==> config.mk <==
export PLATFORM = sky130hd
export DESIGN_NAME = core_run_ctrl
export DESIGN_NICKNAME = d
export VERILOG_FILES = /design/src/rtl/core_run_ctrl.sv
export SDC_FILE = /design/constraint.sdc
export NUM_CORES = 1
export LEC_CHECK = 0
export BUFFER_PORTS_ARGS = -buffer_cell sky130_fd_sc_hd__buf_4
export CAP_MARGIN = 20
export CORE_UTILIZATION = 40
export CTS_BUF_LIST = sky130_fd_sc_hd__clkbuf_8
export DETAILED_ROUTE_END_ITERATION = 10
export HOLD_SLACK_MARGIN = 0.05
export PLACE_DENSITY = 0.81
export RECOVER_POWER = 25
export SYNTH_ARGS = -nofsm -noshare
export SYNTH_HDL_FRONTEND = slang
export SYNTH_SLANG_ARGS = --single-unit
==> constraint.sdc <==
create_clock -name clk -period 2.7 [get_ports clk]
set_clock_uncertainty 0.15 [all_clocks]
set_input_delay 0.135 -clock clk [delete_from_list [all_inputs] [get_ports clk]]
set_output_delay 0.135 -clock clk [all_outputs]
set_load 0.05 [all_outputs]
==> src/rtl/core_run_ctrl.sv <==
`timescale 1ns/1ps
// -----------------------------------------------------------------------------
// core_run_ctrl
//
// Host-facing run controller for a small processor core. The host loads
// instruction words into a 64-word instruction memory, then starts, single
// steps or halts the core. Optional hardware breakpoint on a PC match.
//
// Ports
//   clk          rising-edge clock for all state
//   reset        asynchronous active-low reset
//   host_valid   host command valid
//   host_ready   command accepted when host_valid && host_ready (low in STEP)
//   host_cmd     00 LOAD, 01 RUN, 10 STEP, 11 HALT
//   host_data    instruction word for LOAD
//   imem_we      registered instruction-memory write strobe
//   imem_addr    registered word address of the write
//   imem_wdata   registered write data
//   core_rst_n   active-low core reset, low only in IDLE
//   core_en      core clock-enable (PC / register-file update)
//   pc           current core PC
//   bp_en        breakpoint enable
//   bp_addr      breakpoint PC
//   state        00 IDLE, 01 RUN, 10 STEP, 11 HALTED
//   instr_count  saturating count of cycles with core_en high
//   cmd_err      sticky illegal-command flag, cleared only by reset
// -----------------------------------------------------------------------------
module core_run_ctrl (
  input  logic        clk,
  input  logic        reset,
  input  logic        host_valid,
  output logic        host_ready,
  input  logic [1:0]  host_cmd,
  input  logic [31:0] host_data,
  output logic        imem_we,
  output logic [5:0]  imem_addr,
  output logic [31:0] imem_wdata,
  output logic        core_rst_n,
  output logic        core_en,
  input  logic [31:0] pc,
  input  logic        bp_en,
  input  logic [31:0] bp_addr,
  output logic [1:0]  state,
  output logic [15:0] instr_count,
  output logic        cmd_err
);

  // Controller states; encoding is visible on the state output.
  localparam logic [1:0] StIdle   = 2'b00;
  localparam logic [1:0] StRun    = 2'b01;
  localparam logic [1:0] StStep   = 2'b10;
  localparam logic [1:0] StHalted = 2'b11;

  // Host command encoding.
  localparam logic [1:0] CmdLoad = 2'b00;
  localparam logic [1:0] CmdRun  = 2'b01;
  localparam logic [1:0] CmdStep = 2'b10;
  localparam logic [1:0] CmdHalt = 2'b11;

  localparam logic [15:0] CountMax = 16'hFFFF;

  // ---------------------------------------------------------------------------
  // State registers
  // ---------------------------------------------------------------------------
  logic [1:0]  state_q,      state_d;
  logic [5:0]  load_ptr_q,   load_ptr_d;
  logic        run_first_q,  run_first_d;
  logic [15:0] count_q,      count_d;
  logic        cmd_err_q,    cmd_err_d;
  logic        imem_we_q,    imem_we_d;
  logic [5:0]  imem_addr_q,  imem_addr_d;
  logic [31:0] imem_wdata_q, imem_wdata_d;

  // ---------------------------------------------------------------------------
  // Status decode
  // ---------------------------------------------------------------------------
  logic in_idle;
  logic in_run;
  logic in_step;
  logic in_halted;

  assign in_idle   = (state_q == StIdle);
  assign in_run    = (state_q == StRun);
  assign in_step   = (state_q == StStep);
  assign in_halted = (state_q == StHalted);

  // ---------------------------------------------------------------------------
  // Command handshake decode
  // ---------------------------------------------------------------------------
  logic cmd_accept;
  logic acc_load;
  logic acc_run;
  logic acc_step;
  logic acc_halt;

  // STEP lasts exactly one cycle, so commands are simply held off for it.
  assign host_ready = ~in_step;
  assign cmd_accept = host_valid & host_ready;

  assign acc_load = cmd_accept & (host_cmd == CmdLoad);
  assign acc_run  = cmd_accept & (host_cmd == CmdRun);
  assign acc_step = cmd_accept & (host_cmd == CmdStep);
  assign acc_halt = cmd_accept & (host_cmd == CmdHalt);

  // ---------------------------------------------------------------------------
  // Breakpoint and core enable
  // ---------------------------------------------------------------------------
  logic bp_hit;

  // The first RUN cycle is never a hit so that resuming from a breakpoint
  // halt (pc still equal to bp_addr) executes that instruction.
  assign bp_hit = in_run & ~run_first_q & bp_en & (pc == bp_addr);

  // The enable is purely combinational so a hit stalls the core in the very
  // cycle the matching PC is presented.
  assign core_en = (in_run & ~bp_hit) | in_step;

  // ---------------------------------------------------------------------------
  // Next-state logic
  // ---------------------------------------------------------------------------
  logic count_clear;

  always_comb begin
    state_d      = state_q;
    load_ptr_d   = load_ptr_q;
    run_first_d  = 1'b0;
    cmd_err_d    = cmd_err_q;
    imem_we_d    = 1'b0;
    imem_addr_d  = imem_addr_q;
    imem_wdata_d = imem_wdata_q;
    count_clear  = 1'b0;

    case (state_q)
      StIdle, StHalted: begin
        if (acc_load) begin
          imem_we_d    = 1'b1;
          imem_addr_d  = load_ptr_q;
          imem_wdata_d = host_data;
          // 6-bit pointer wraps 63 -> 0 naturally.
          load_ptr_d   = load_ptr_q + 6'd1;
          state_d      = StIdle;
        end else if (acc_run) begin
          state_d     = StRun;
          load_ptr_d  = 6'd0;
          run_first_d = 1'b1;
          count_clear = in_idle;
        end else if (acc_step) begin
          state_d     = StStep;
          count_clear = in_idle;
        end else if (acc_halt) begin
          cmd_err_d = 1'b1;
        end
      end

      StRun: begin
        // A hit coinciding with HALT still halts; core_en is already low.
        if (bp_hit || acc_halt) begin
          state_d = StHalted;
        end
        if (acc_load || acc_run || acc_step) begin
          cmd_err_d = 1'b1;
        end
      end

      StStep: begin
        state_d = StHalted;
      end

      default: begin
        state_d = StIdle;
      end
    endcase
  end

  // Executed-cycle counter: clear wins, otherwise saturating increment.
  always_comb begin
    count_d = count_q;
    if (count_clear) begin
      count_d = 16'd0;
    end else if (core_en && (count_q != CountMax)) begin
      count_d = count_q + 16'd1;
    end
  end

  // ---------------------------------------------------------------------------
  // Sequential state
  // ---------------------------------------------------------------------------
  always_ff @(posedge clk or negedge reset) begin
    if (!reset) begin
      state_q      <= StIdle;
      load_ptr_q   <= 6'd0;
      run_first_q  <= 1'b0;
      count_q      <= 16'd0;
      cmd_err_q    <= 1'b0;
      imem_we_q    <= 1'b0;
      imem_addr_q  <= 6'd0;
      imem_wdata_q <= 32'd0;
    end else begin
      state_q      <= state_d;
      load_ptr_q   <= load_ptr_d;
      run_first_q  <= run_first_d;
      count_q      <= count_d;
      cmd_err_q    <= cmd_err_d;
      imem_we_q    <= imem_we_d;
      imem_addr_q  <= imem_addr_d;
      imem_wdata_q <= imem_wdata_d;
    end
  end

  // ---------------------------------------------------------------------------
  // Outputs
  // ---------------------------------------------------------------------------
  assign state       = state_q;
  assign core_rst_n  = ~in_idle;
  assign instr_count = count_q;
  assign cmd_err     = cmd_err_q;
  assign imem_we     = imem_we_q;
  assign imem_addr   = imem_addr_q;
  assign imem_wdata  = imem_wdata_q;

  // in_halted is kept for readability of the decode; reference it so it is
  // not flagged as unused.
  logic unused_halted;
  assign unused_halted = in_halted;

endmodule

==> impl_metrics.prom, run 1 <==
# TYPE chip_impl_metric gauge
chip_impl_info{name="run_status",value="finished with violations"} 1
chip_impl_info{name="failing_checks",value="capacitance limit, slew limit"} 1
chip_impl_metric{name="die_y",unit="um"} 94.5
chip_impl_metric{name="nNetsFinal",unit=""} 618
chip_impl_metric{name="leakagePower",unit="nW"} 2.30
chip_impl_info{name="worst_path_dominant_cell_family",value="simple AND/OR/NAND/NOR gates"} 1
chip_impl_info{name="r2r_end",value="imem_wdata[20]"} 1
chip_impl_metric{name="crit_path_buf_inv_count",unit=""} 2
chip_impl_metric{name="worst-path-max-fanout",unit=""} 5
chip_impl_metric{name="yosysSeqAreaShare",unit="%"} 47.5
chip_impl_metric{name="ys_warn_count",unit=""} 0
chip_impl_info{name="synth_common_cells",value="65 x dfrtp_1, 39 x mux2_2, 32 x xor2_1, 22 x nand2_1, 16 x a21oi_1"} 1
chip_impl_metric{name="irDropWorstVdd",unit="mV"} 0.688
chip_impl_metric{name="syn_nets",unit=""} 414
chip_impl_metric{name="port_buffers",unit=""} 162
chip_impl_metric{name="slew_headroom",unit="%"} -3.98
chip_impl_metric{name="fmaxAchievable",unit="GHz"} 0.397
chip_impl_metric{name="hold_viol",unit=""} 0
chip_impl_info{name="tritoncts",value="built"} 1
chip_impl_metric{name="clock_latency_at_the_later_pin_of_the_worst_skew_pair",unit="ns"} 0.33
chip_impl_metric{name="initial_util",unit="%"} 41.5
chip_impl_metric{name="finalInstanceArea",unit="um^2"} 5160
chip_impl_metric{name="post_synthesis_average_cell_area",unit="um^2"} 11.2
chip_impl_metric{name="die_area",unit="um^2"} 8930
chip_impl_metric{name="finalCriticalPeriod",unit="ns"} 2.52
chip_impl_metric{name="postSynthCellCount",unit=""} 307
chip_impl_metric{name="syn2layout_area_growth",unit="%"} 50.8
chip_impl_metric{name="num-fill-cells",unit=""} 734
chip_impl_metric{name="cts.reportedPaths.clkPinSlew",unit="ns"} 0.06
chip_impl_metric{name="cts.sink_count",unit=""} 65
chip_impl_metric{name="post_dp_cell_area",unit="um^2"} 4780
chip_impl_metric{name="crit_required",unit="ns"} 2.41
chip_impl_metric{name="synth_enable_flop_cells",unit=""} 0
chip_impl_metric{name="grt_overflow",unit=""} 0
chip_impl_metric{name="r2r_slack",unit="ns"} 0.44
chip_impl_metric{name="detail_route.iter0.violations",unit=""} 126
chip_impl_metric{name="power.density",unit="nW/um^2"} 1110
chip_impl_metric{name="synth-seq-cells",unit=""} 65
chip_impl_metric{name="holdPathStages",unit=""} 4
chip_impl_metric{name="cts_buffers",unit=""} 9
chip_impl_info{name="whs_endpoint",value="cmd_err"} 1
chip_impl_metric{name="finalCritPeriodShare",unit="%"} 93.3
chip_impl_metric{name="final-max-slew-violation-count",unit=""} 66
chip_impl_metric{name="tns",unit="ns"} 0
chip_impl_metric{name="cp_slowest_stage_delay",unit="ns"} 0.42
chip_impl_metric{name="timing.hold.ws",unit="ns"} 0.178
chip_impl_metric{name="ant_nets",unit=""} 0
chip_impl_metric{name="wirelength",unit="um"} 9100
chip_impl_metric{name="finish.utilization",unit="%"} 62.5
chip_impl_metric{name="number_of_cells_on_the_worst_reg_to_reg_path",unit=""} 8
chip_impl_info{name="synth_top_area_cell",value="dfrtp_1"} 1
chip_impl_info{name="synth_flop_cell",value="dfrtp_1"} 1
chip_impl_metric{name="core_area",unit="um^2"} 8260
chip_impl_metric{name="detailedPlacementHpwl",unit="um"} 6460
chip_impl_info{name="worst_setup_path_end_kind",value="output port"} 1
chip_impl_metric{name="crit_arrival",unit="ns"} 2.23
chip_impl_info{name="critical-path-slowest-cell",value="dfrtp_1"} 1
chip_impl_metric{name="cts.repair_timing.setup_buffer_count",unit=""} 0
chip_impl_metric{name="drt_drc_violations_left",unit=""} 0
chip_impl_info{name="synth.area.top_cells",value="dfrtp_1 48%, mux2_2 13%, xor2_1 8.2%"} 1
chip_impl_metric{name="maximum_number_of_pins_on_one_net_before_global_route_repair",unit=""} 66
chip_impl_metric{name="detailedRoute.firstPassIterationCount",unit=""} 4
chip_impl_metric{name="setup-violations-final",unit=""} 0
chip_impl_metric{name="worstMarginPinSlew",unit="ns"} 1.56
chip_impl_metric{name="detailroute.via_count",unit=""} 3138
chip_impl_metric{name="number_of_antenna_cells_inserted",unit=""} 0
chip_impl_metric{name="synth_top_area_share",unit="%"} 47.5
chip_impl_metric{name="grt_antenna_before_repair",unit=""} 0
chip_impl_metric{name="cts-htree-levels",unit=""} 3
chip_impl_info{name="cts_root_buf",value="clkbuf_8"} 1
chip_impl_metric{name="layout-drive-gt1-share",unit="%"} 37.2
chip_impl_metric{name="grt_util_all_layers",unit="%"} 20.5
chip_impl_info{name="hold_path_class",value="in2reg"} 1
chip_impl_metric{name="avgViaCountPerCell",unit=""} 5.07
chip_impl_info{name="rsz0062_at_grt",value="no"} 1
chip_impl_info{name="worstSetupPathType",value="reg2out"} 1
chip_impl_metric{name="cts_max_path_buffers",unit=""} 2
chip_impl_metric{name="wl_per_cell",unit="um"} 14.7
chip_impl_info{name="crit_path_cell_trace",value="inv_1 -> ha_1 -> and4b_1 -> nand4_2 -> o31ai_2 -> nand2_1 -> buf_4"} 1
chip_impl_metric{name="core.rowCount",unit=""} 33
chip_impl_metric{name="io_pins",unit=""} 163
chip_impl_metric{name="chipWidth",unit="um"} 94.5
chip_impl_info{name="reg2reg_from",value="state[0]"} 1
chip_impl_metric{name="asyncSetResetFlopFracSynth",unit="%"} 100
chip_impl_metric{name="gp_congestion",unit=""} 0.839
chip_impl_metric{name="yosysUniqueCellTypes",unit=""} 45
chip_impl_metric{name="syn_std_cell_area",unit="um^2"} 3420
chip_impl_metric{name="global_route_wire_length_before_repair",unit="um"} 14200
chip_impl_info{name="startpoint_type",value="register"} 1
chip_impl_info{name="post-synth-top-count-cell",value="dfrtp_1"} 1
chip_impl_metric{name="first_global_vias",unit=""} 3104
chip_impl_info{name="min_from",value="host_valid"} 1
chip_impl_metric{name="timing.max_cap.violations",unit=""} 1
-- flip-flops by register name (all words and copies together) (netlist names) --
name         count
imem_addr        6
run_first_q      1
load_ptr_q       6
state            2
imem_wdata      32
instr_count     16
cmd_err          1
imem_we          1
-- per-layer routing --
metal  GRT usage, %  part of all wire [%]
met5              0                     0
met4           6.44                   1.3
met3           4.51                   5.7
met2           37.0                    53
met1           24.1                    40
-- final cells by class --
| class | count | area, um^2 | share of cell area [%] |
|---|---|---|---|
| multi-input combinational | 225 | 1720 | 33.3 |
| sequential | 65 | 1630 | 31.5 |
| timing repair buffer | 204 | 1480 | 28.6 |
| clock buffer | 10 | 138 | 2.67 |
| tap | 105 | 131 | 2.54 |
| clock inverter | 4 | 46.3 | 0.897 |
| inverter | 6 | 22.5 | 0.436 |
-- cells by family (layout without fill, tap and decap cells) --
family,after synthesis,after routing,share of synthesized area (%)
adder cells (fa/ha/maj),5,5,1.83
multiplexers,44,44,14.3
buffers and inverters,17,224,2.45
AND/OR/NAND/NOR,97,97,16.9
XOR/XNOR,33,33,8.44
AO/OA/AOI/OAI,46,46,8.55
flip-flops,65,65,47.5
-- cells in the final DEF (no fill, tap or decap), types with 6 or more instances in the layout --
master | Yosys | layout
clkbuf_8 | 0 | 10
mux2_2 | 39 | 39
o21ai_0 | 6 | 6
or4_1 | 6 | 6
nand4_1 | 8 | 8
o31ai_1 | 6 | 6
nand3_1 | 9 | 9
dlygate4sd3_1 | 0 | 35
dfrtp_1 | 65 | 65
nand2_1 | 22 | 22
buf_4 | 2 | 127
nor4_1 | 8 | 8
a21oi_1 | 16 | 16
inv_1 | 6 | 7
clkbuf_1 | 4 | 40
nor2_1 | 14 | 13
xor2_1 | 32 | 32
-- through the flow --
step	setup WS [ns]	cells	power, W
floorplan	0.102	307	0.00404
finish	0.182	619	0.00572
CTS	0.168	619	0.00600
global route	0.0180	619	0.00604
global placement	0.489	570	0.00507
detailed placement	0.462	570	0.00516
-- worst max-delay path by stage --
| stage | start | end | cells after the start |
|---|---|---|---|
| floorplan | state[0] | imem_wdata[10] | 8 |
| global placement | state[0] | imem_wdata[14] | 8 |
| detailed placement | state[0] | imem_wdata[10] | 8 |
| CTS | state[1] | core_en | 7 |
| global route | state[1] | core_en | 7 |
| finish | state[1] | core_en | 7 |
-- power breakdown --
group | internal (W) | switching, W
clock network | 0.000437 | 0.000348
logic | 0.000936 | 0.00224
registers | 0.00141 | 0.000345
total | 0.00278 | 0.00294
-- tightest hold or removal path, delay by kind of cell --
family                 cells  cell delay, ns
and+or+nand+nor            2            0.24
AOI/OAI and AO/OA          1            0.16
buffers and inverters      1            0.08
-- repair_timing --
item / in CTS / in global routing
resized for setup: 0 / 0
hold buffers: 35 / 0
hold endpoints to repair: 102 / 0
Note: power is estimated with default switching activity, not from simulation.
==> inputs of run 2 (changes only) <==
--- a/config.mk
+++ b/config.mk
@@ -8,7 +8,7 @@
 export BUFFER_PORTS_ARGS = -buffer_cell sky130_fd_sc_hd__buf_4
 export CAP_MARGIN = 20
 export CORE_UTILIZATION = 40
-export CTS_BUF_LIST = sky130_fd_sc_hd__clkbuf_8
+export CTS_BUF_LIST = sky130_fd_sc_hd__clkbuf_4 sky130_fd_sc_hd__clkbuf_8
 export DETAILED_ROUTE_END_ITERATION = 10
 export HOLD_SLACK_MARGIN = 0.05
 export PLACE_DENSITY = 0.81
==> run 2 against run 1 <==
Against the previous run:
- the flow still finishes with violations (capacitance limit, slew limit)
- global-route usage stayed put
- sequential power is essentially flat
- sequential share of layout area barely moved
- first-iteration DRC count fell by 2.4%
- hold slack barely moved
- die area unchanged
- power is 0.25% higher
- setup slack barely moved
- clock power rose by 2%
- wire length hardly changed
- combinational power about the same
- largest power group unchanged
==> impl_metrics.prom, run 2 (synthesis results as in run 1) <==
# TYPE chip_impl_metric gauge
chip_impl_metric{name="wl_per_cell",unit="um"} 14.7
chip_impl_metric{name="timing.hold.ws",unit="ns"} 0.178
chip_impl_metric{name="largest_register_ff_count",unit=""} 32
chip_impl_info{name="crit_path_cell_trace",value="inv_1 -> ha_1 -> and4b_1 -> nand4_2 -> o31ai_2 -> nand2_1 -> buf_4"} 1
chip_impl_metric{name="ant_nets",unit=""} 0
chip_impl_metric{name="cts.reportedPaths.clkPinSlew",unit="ns"} 0.06
chip_impl_metric{name="r2r_slack",unit="ns"} 0.44
chip_impl_info{name="mostFrequentLayoutCells",value="127 x buf_4, 65 x dfrtp_1, 40 x clkbuf_1, 39 x mux2_2, 35 x dlygate4sd3_1"} 1
chip_impl_metric{name="num-fill-cells",unit=""} 732
chip_impl_metric{name="post_cts.resized_instances",unit=""} 0
chip_impl_metric{name="nNetsFinal",unit=""} 618
chip_impl_metric{name="crit_arrival",unit="ns"} 2.23
chip_impl_metric{name="grt_util_all_layers",unit="%"} 20.5
chip_impl_metric{name="global_route_wire_length_before_repair",unit="um"} 14200
chip_impl_metric{name="io_pins",unit=""} 163
chip_impl_metric{name="worstMarginPinSlew",unit="ns"} 1.56
chip_impl_metric{name="crit_required",unit="ns"} 2.41
chip_impl_metric{name="grt_antenna_before_repair",unit=""} 0
chip_impl_metric{name="detailedPlacementHpwl",unit="um"} 6460
chip_impl_metric{name="maximum_number_of_pins_on_one_net_before_global_route_repair",unit=""} 66
chip_impl_metric{name="core.rowCount",unit=""} 33
chip_impl_metric{name="layout-drive-gt1-share",unit="%"} 37.4
chip_impl_metric{name="final-max-slew-violation-count",unit=""} 66
chip_impl_metric{name="crit_path_buf_inv_count",unit=""} 2
chip_impl_info{name="worst_setup_path_end_kind",value="output port"} 1
chip_impl_metric{name="die_y",unit="um"} 94.5
chip_impl_metric{name="first_global_vias",unit=""} 3104
chip_impl_metric{name="avgViaCountPerCell",unit=""} 5.07
chip_impl_info{name="critical-path-slowest-cell",value="dfrtp_1"} 1
chip_impl_metric{name="irDropWorstVdd",unit="mV"} 0.688
chip_impl_metric{name="clock_latency_at_the_later_pin_of_the_worst_skew_pair",unit="ns"} 0.33
chip_impl_metric{name="detailroute.via_count",unit=""} 3138
chip_impl_info{name="worst_path_dominant_cell_family",value="simple AND/OR/NAND/NOR gates"} 1
chip_impl_metric{name="cp_slowest_stage_delay",unit="ns"} 0.42
chip_impl_info{name="tritoncts",value="built"} 1
chip_impl_metric{name="post_dp_cell_area",unit="um^2"} 4780
chip_impl_metric{name="grt_overflow",unit=""} 0
chip_impl_info{name="run_status",value="finished with violations"} 1
chip_impl_metric{name="gp_congestion",unit=""} 0.839
chip_impl_metric{name="cts_max_path_buffers",unit=""} 2
chip_impl_metric{name="finalInstanceArea",unit="um^2"} 5170
chip_impl_info{name="commonest_non_fill_non_tap_cell_in_the_layout",value="buf_4"} 1
chip_impl_info{name="rsz0062_at_grt",value="no"} 1
chip_impl_info{name="failing_checks",value="capacitance limit, slew limit"} 1
chip_impl_metric{name="fmaxAchievable",unit="GHz"} 0.397
chip_impl_info{name="hold_path_class",value="in2reg"} 1
chip_impl_info{name="startpoint_type",value="register"} 1
chip_impl_metric{name="core_area",unit="um^2"} 8260
chip_impl_metric{name="setup-violations-final",unit=""} 0
chip_impl_metric{name="finish.utilization",unit="%"} 62.6
chip_impl_metric{name="cts.sink_count",unit=""} 65
chip_impl_metric{name="cts-htree-levels",unit=""} 3
chip_impl_metric{name="timing.max_cap.violations",unit=""} 1
chip_impl_metric{name="detailedRoute.firstPassIterationCount",unit=""} 4
chip_impl_metric{name="finalCritPeriodShare",unit="%"} 93.3
chip_impl_info{name="worstSetupPathType",value="reg2out"} 1
chip_impl_metric{name="cts_buffers",unit=""} 9
chip_impl_metric{name="syn2layout_area_growth",unit="%"} 51.0
chip_impl_metric{name="leakagePower",unit="nW"} 2.30
chip_impl_metric{name="die_area",unit="um^2"} 8930
chip_impl_metric{name="initial_util",unit="%"} 41.5
chip_impl_metric{name="slew_headroom",unit="%"} -3.96
chip_impl_metric{name="power.density",unit="nW/um^2"} 1110
chip_impl_metric{name="drt_drc_violations_left",unit=""} 0
chip_impl_metric{name="tns",unit="ns"} 0
chip_impl_metric{name="number_of_antenna_cells_inserted",unit=""} 0
chip_impl_info{name="cts_root_buf",value="clkbuf_8"} 1
chip_impl_metric{name="chipWidth",unit="um"} 94.5
chip_impl_metric{name="worst-path-max-fanout",unit=""} 5
chip_impl_metric{name="port_buffers",unit=""} 162
chip_impl_metric{name="hold_viol",unit=""} 0
chip_impl_metric{name="detail_route.iter0.violations",unit=""} 123
chip_impl_metric{name="finalCriticalPeriod",unit="ns"} 2.52
chip_impl_metric{name="wirelength",unit="um"} 9100
[run 2: layer usage]
| layer | global-route usage, % | wire length, um | vias to the layer above |
|---|---|---|---|
| met5 | 0 | 0 | - |
| met4 | 6.44 | 121 | 0 |
| met3 | 4.51 | 523 | 12 |
| met2 | 37.0 | 4810 | 106 |
| met1 | 24.1 | 3650 | 1487 |
| li1 | - | - | 1533 |
[run 2: worst paths after layout]
| path | startpoint | end | cells after the start |
|---|---|---|---|
| max | state[1] | core_en | 7 |
| min | host_valid | cmd_err | 4 |
| max reg2reg | state[0] | imem_wdata[20] | 8 |
| min reg2reg | cmd_err | cmd_err | 1 |
| max in group asynchronous | reset | state[1] | 2 |
| min in group asynchronous | reset | instr_count[7] | 2 |
[run 2: repair_timing]
action / in CTS / in global routing
hold buffers: 35 / 0
endpoints found under the hold margin: 102 / 0
endpoints found under the setup margin: 0 / 0
buffers inserted: 0 / 0
[run 2: final cells by class]
class / count / area, um^2 / share of cell area (%)
multi-input combinational: 225 / 1720 / 33.3
sequential: 65 / 1630 / 31.5
timing repair buffer: 204 / 1480 / 28.6
clock buffer: 11 / 145 / 2.81
tap: 105 / 131 / 2.54
clock inverter: 3 / 42.5 / 0.823
inverter: 6 / 22.5 / 0.436
[run 2: tightest hold or removal path, cell delays in order]
cell,delay (ns)
buf_4,0.08
nand2b_1,0.12
a21oi_1,0.16
or2_2,0.12
[run 2: power by group]
part           total [W]  switching, W  internal, W  leakage (nW)
registers        0.00175      0.000345      0.00141         0.772
clock network   0.000799      0.000348     0.000450        0.0947
logic            0.00318       0.00224     0.000936          1.43
[run 2: metrics by stage]
step / power, W / std cells / worst slack, ns
CTS: 0.00602 / 619 / 0.168
global route: 0.00605 / 619 / 0.0180
detailed placement: 0.00516 / 570 / 0.462
finish: 0.00573 / 619 / 0.182
floorplan: 0.00404 / 307 / 0.102
global placement: 0.00507 / 570 / 0.489
